<file path="config.mk">
export PLATFORM = sky130hd
export DESIGN_NAME = fetch_stage
export DESIGN_NICKNAME = d
export VERILOG_FILES = /design/src/rtl/fetch_stage.sv
export SDC_FILE = /design/constraint.sdc
export NUM_CORES = 1
export LEC_CHECK = 0
export ABC_AREA = 1
export CORE_ASPECT_RATIO = 2
export CORE_MARGIN = 2
export CORE_UTILIZATION = 53
export CTS_BUF_LIST = sky130_fd_sc_hd__clkbuf_2 sky130_fd_sc_hd__clkbuf_4 sky130_fd_sc_hd__clkbuf_8
export CTS_CLUSTER_DIAMETER = 100
export DETAILED_ROUTE_END_ITERATION = 12
export PLACE_DENSITY = 0.88
export SLEW_MARGIN = 20
export SYNTH_ARGS = -nofsm -noshare
export SYNTH_HDL_FRONTEND = slang
export SYNTH_SLANG_ARGS = --single-unit
</file>
<file path="constraint.sdc">
create_clock -name clk -period 2.1 [get_ports clk]
set_clock_uncertainty 0.05 [all_clocks]
set_input_delay 0.42 -clock clk [delete_from_list [all_inputs] [get_ports clk]]
set_output_delay 0.42 -clock clk [all_outputs]
set_load 0.005 [all_outputs]
</file>
<file path="src/rtl/fetch_stage.sv">
// fetch_stage: owns the PC, issues one instruction-memory request at a time and
// feeds the IF/ID register; honours StallD from ID and branch redirects from EX.
module fetch_stage #(
    parameter int XLEN = 32,
    parameter logic [XLEN-1:0] RESET_PC = 32'h0000_0000,
    parameter logic [XLEN-1:0] NOP_INSTR = 32'h0000_0013
) (
    input  logic            clk,
    input  logic            rst,
    input  logic            stall_d,
    input  logic            branch_taken_ex,
    input  logic [XLEN-1:0] branch_target_ex,
    output logic            imem_req,
    output logic [XLEN-1:0] imem_addr,
    input  logic            imem_ready,
    input  logic            imem_rvalid,
    input  logic [XLEN-1:0] imem_rdata,
    output logic [XLEN-1:0] instr_id,
    output logic [XLEN-1:0] pc_id,
    output logic            valid_id,
    output logic            fetch_busy
);
    typedef enum logic [2:0] {S_IDLE, S_REQ, S_WAIT, S_HOLD, S_DROP} state_t;

    state_t          state, state_nx;
    logic [XLEN-1:0] pc, pc_nx, instr_nx, pc_id_nx;
    logic [XLEN-1:0] hold_instr, hold_instr_nx, hold_pc, hold_pc_nx;
    logic            valid_nx;

    assign imem_req   = state == S_REQ;
    assign imem_addr  = pc;
    assign fetch_busy = state == S_WAIT || state == S_DROP;

    always_ff @(posedge clk or negedge rst) begin
        if (!rst) begin
            state      <= S_IDLE;
            pc         <= RESET_PC;
            instr_id   <= NOP_INSTR;
            pc_id      <= '0;
            valid_id   <= 1'b0;
            hold_instr <= '0;
            hold_pc    <= '0;
        end else begin
            state      <= state_nx;
            pc         <= pc_nx;
            instr_id   <= instr_nx;
            pc_id      <= pc_id_nx;
            valid_id   <= valid_nx;
            hold_instr <= hold_instr_nx;
            hold_pc    <= hold_pc_nx;
        end
    end

    // Without a load, IF/ID either freezes (stall) or collapses to a bubble.
    always_comb begin
        state_nx      = state;
        pc_nx         = pc;
        instr_nx      = stall_d ? instr_id : NOP_INSTR;
        pc_id_nx      = pc_id;
        valid_nx      = stall_d & valid_id;
        hold_instr_nx = hold_instr;
        hold_pc_nx    = hold_pc;
        if (branch_taken_ex) begin
            pc_nx         = branch_target_ex & ~XLEN'(3);
            instr_nx      = NOP_INSTR;
            valid_nx      = 1'b0;
            hold_instr_nx = '0;
            hold_pc_nx    = '0;
            // A request still owed a response must have that response swallowed.
            state_nx = (state == S_DROP || (state == S_REQ && imem_ready) ||
                        (state == S_WAIT && !imem_rvalid)) ? S_DROP : S_REQ;
        end else begin
            case (state)
                S_IDLE: state_nx = S_REQ;
                S_REQ:  state_nx = imem_ready ? S_WAIT : S_REQ;
                S_WAIT: begin
                    if (imem_rvalid && stall_d) begin
                        hold_instr_nx = imem_rdata;
                        hold_pc_nx    = pc;
                        state_nx      = S_HOLD;
                    end else if (imem_rvalid) begin
                        instr_nx = imem_rdata;
                        pc_id_nx = pc;
                        valid_nx = 1'b1;
                        pc_nx    = pc + XLEN'(4);
                        state_nx = S_REQ;
                    end
                end
                S_HOLD: begin
                    if (!stall_d) begin
                        instr_nx = hold_instr;
                        pc_id_nx = hold_pc;
                        valid_nx = 1'b1;
                        pc_nx    = pc + XLEN'(4);
                        state_nx = S_REQ;
                    end
                end
                S_DROP:  state_nx = imem_rvalid ? S_REQ : S_DROP;
                default: state_nx = S_IDLE;
            endcase
        end
    end
endmodule

</file>
==> flow_metrics.tcl <==
set metrics [dict create \
    cpLargestDelayFamily "buffers and inverters" \
    cts_inserted_buffers 17 \
    setup_viol 0 \
    start_kind "flop" \
    p_seq_share_pct 44.2 \
    grt_max_degree 59 \
    fp.coreArea_sq_mm 0.0147 \
    grt_pass1_vias 7633 \
    p_total_mw 9.11 \
    drc 0 \
    use_met3_pct 4.87 \
    ys_warn_count 0 \
    met1_usage_pct 36.4 \
    drt_iter0_markers 585 \
    netlist_top_cells_count "nand2_1, dfrtp_1, nor2_1, nand3_1, inv_1" \
    drtPass1Iterations 7 \
    area_delta_synth_final_pct 30.4 \
    crit_buf_inv 1 \
    netlist.top_cell.by_area "dfrtp_1" \
    critPathArrivalTime_ns 1.59 \
    worstMarginPinSlew_ns 0.591 \
    p_per_area_mw_per_mm2 889 \
    tritoncts "done" \
    placed_area_sq_mm 0.00978 \
    rsz0062_at_grt "no" \
    vdd_drop_max_mv 0.745 \
    cpPeakStageDelay_ns 0.58 \
    slew_headroom_pct 60.6 \
    ios 169 \
    grt_pass1_wl_mm 36.6 \
    slew_violations 0 \
    pwr-share-clk_pct 25.7 \
    grt_use_total_pct 28.2 \
    htreeDepth 4 \
    crit_slowest_cell "clkdlybuf4s50_1" \
    ff2ff_path_depth 10 \
    avgSynthCellArea_sq_um 7.81 \
    cts_buffer_depth 2 \
    wirelength_mm 21.9 \
    antenna_left 0 \
    synth_top_flop_cell "dfrtp_1" \
    async_flop_share_pct 100 \
    synth_area_leaders "dfrtp_1, nand2_1, nand3_1, nor2_1, a31oi_1" \
    period_share_pct 97.9 \
    hold_viol 0 \
    synth_top_area_share_pct 50.0 \
    clk_latency_ns 0.46 \
    overflow 0 \
    endpoint_kind "primary output" \
    port_buffers 164 \
    finalInstanceArea_sq_mm 0.0102 \
    min_path_type "input pin to async pin" \
    crit_type "flop to primary output" \
    num_vias 7620 \
    clk_pin_slew_ns 0.09 \
    wl_per_cell_microns 16.0 \
    busiest_layer "met2" \
    fillCellCount 1149 \
    nets 1234 \
    antennaDiodeCount 0 \
    place.gp.congestion 0.939 \
    netlist_area_sq_mm 0.00786 \
    path_depth 1 \
    status "finished, final reports clean" \
    yosysUniqueCellTypes 37 \
    yosysMostFrequentCell "nand2_1" \
    leakage_nw 4.55 \
    syn-instance-count 1006 \
    viasPerCell 5.56 \
    pwr-share-comb_pct 30.1 \
    synth-edff-count 0 \
    ys_seq_area_share_pct 51.0 \
    antenna_found_initial 0 \
    fmax_ghz 0.486 \
    ys_ff_latch 160 \
    required_ns 1.63 \
    cts_root_buf "clkbuf_8" \
    rows 63 \
    cts_sinks 160 \
    crit_fanout 7 \
    gr-usage-met2_pct 46.1 \
    drive_gt1_share_pct 9.01 \
    internal_power_mw 6.16 \
    finalCriticalPeriod_ns 2.06 \
    path_cells "clkdlybuf4s50_1" \
    maxCapViolCount 0 \
    start_util_pct 53.6 \
    dieArea_sq_mm 0.0159 \
    power.net_switching_mw 2.95 \
    dieWidth_microns 90.1 \
    p_sw_share_pct 32.4 \
    die_h_microns 176 \
    place_hpwl_mm 14.8 \
]
final cells by class:
class                           instances  area, sq um  share of cell area [%]
Inverter                               83          315                    3.08
Timing Repair Buffer                  196         2000                    19.5
Clock inverter                         11          130                    1.27
Tap cell                              195          244                    2.38
Clock buffer                           21          283                    2.76
Multi-Input combinational cell        705         3260                    31.8
Sequential cell                       160         4010                    39.1
power by group through the flow:
stage / Combinational, mW / Sequential [mW] / Clock [mW]
after floorplan: 1.18 / 4.01 / 0
after detailed placement: 2.66 / 4.08 / 0
after global placement: 2.58 / 4.06 / 0
final: 2.75 / 4.02 / 2.34
after CTS: 2.74 / 4.01 / 2.39
after global routing: 3.02 / 4.08 / 2.49
timing repair:
item | CTS | global route
pin swaps | 2 | 0
hold buffers | 1 | 0
endpoints found under the setup margin | 2 | 3
setup buffers | 4 | 0
resized for setup | 8 | 2
hold endpoints to repair | 24 | 0
cells in the final DEF, fill, tap and decap left out, types with 2 or more instances in the layout:
master,synthesis,layout
nand2_4,1,2
clkbuf_8,0,20
nand3_2,1,3
nand2_2,6,5
nand2_1,293,293
dlygate4sd2_1,0,2
buf_4,12,21
a21oi_1,5,5
o22ai_1,3,3
dfrtp_2,0,2
clkinv_2,0,2
bufinv_16,0,2
nand3_1,104,102
dfrtp_1,157,155
nor2_2,4,5
clkinvlp_4,0,4
o21ai_1,10,10
clkinv_4,0,3
o21ai_0,72,71
nor2_1,113,112
nor2_4,5,5
o221ai_1,2,2
nor3_1,7,6
dfstp_2,3,3
inv_1,73,73
o31ai_1,2,2
xor2_1,3,3
inv_2,9,8
conb_1,1,2
o211ai_1,4,4
clkdlybuf4s50_1,0,160
buf_12,0,10
a31oi_1,60,60
metrics by stage:
stage | util [%] | hold slack (ns) | setup TNS [ns] | std cells | setup slack [ns]
floorplan | - | 0.0744 | 0 | 1007 | 0.552
global route | 69.9 | 0.355 | 0 | 1371 | 0.0112
global placement | 66.7 | 0.256 | 0 | 1334 | 0.0810
finish | 69.9 | 0.351 | 0 | 1371 | 0.0441
detailed placement | 66.7 | 0.259 | -0.00491 | 1334 | -0.00491
CTS | 69.9 | 0.324 | 0 | 1371 | 0.0490
logic make-up (layout without fill, tap and decap cells):
logic type      after synthesis  count (layout)  share of synthesized area, %
simple gates                539             539                          28.9
compound gates              160             160                          11.7
flops                       160             160                          51.0
buf+inv                     142             311                          7.88
xor+xnor                      3               3                         0.334
fa+ha+maj                     1               1                         0.159
other cells                   1               2                        0.0477
sequential cells by signal, summed over array words and instances (netlist names):
name,flops
valid_id,1
hold_instr,32
state,3
instr_id,32
pc_id,31
imem_addr,30
hold_pc,31
final timing paths:
| path | start | slack (ns) | endpoint |
|---|---|---|---|
| setup reg to reg | imem_addr[2]$_DFFE_PN0P_ | 0.21 | imem_addr[22]$_DFFE_PN0P_ |
| setup / recovery | imem_addr[14]$_DFFE_PN0P_ | 0.04 | imem_addr[14] |
| hold / removal | rst | 0.35 | imem_addr[21]$_DFFE_PN0P_ |
| max in group asynchronous | rst | 0.94 | instr_id[0]$_DFF_PN1_ |
| min in group clk | branch_taken_ex | 0.35 | state[0]$_DFFE_PN0P_ |
| hold reg to reg | hold_pc[1]$_DFFE_PN0P_ | 0.45 | hold_pc[1]$_DFFE_PN0P_ |
layer usage:
layer  vias to the layer above  routed length [microns]
met3                        62                     1680
met2                       407                    10800
li1                       3575                        -
met5                         -                        0
met1                      3576                     8680
met4                         0                      731
(Power assumes the default switching activity.)
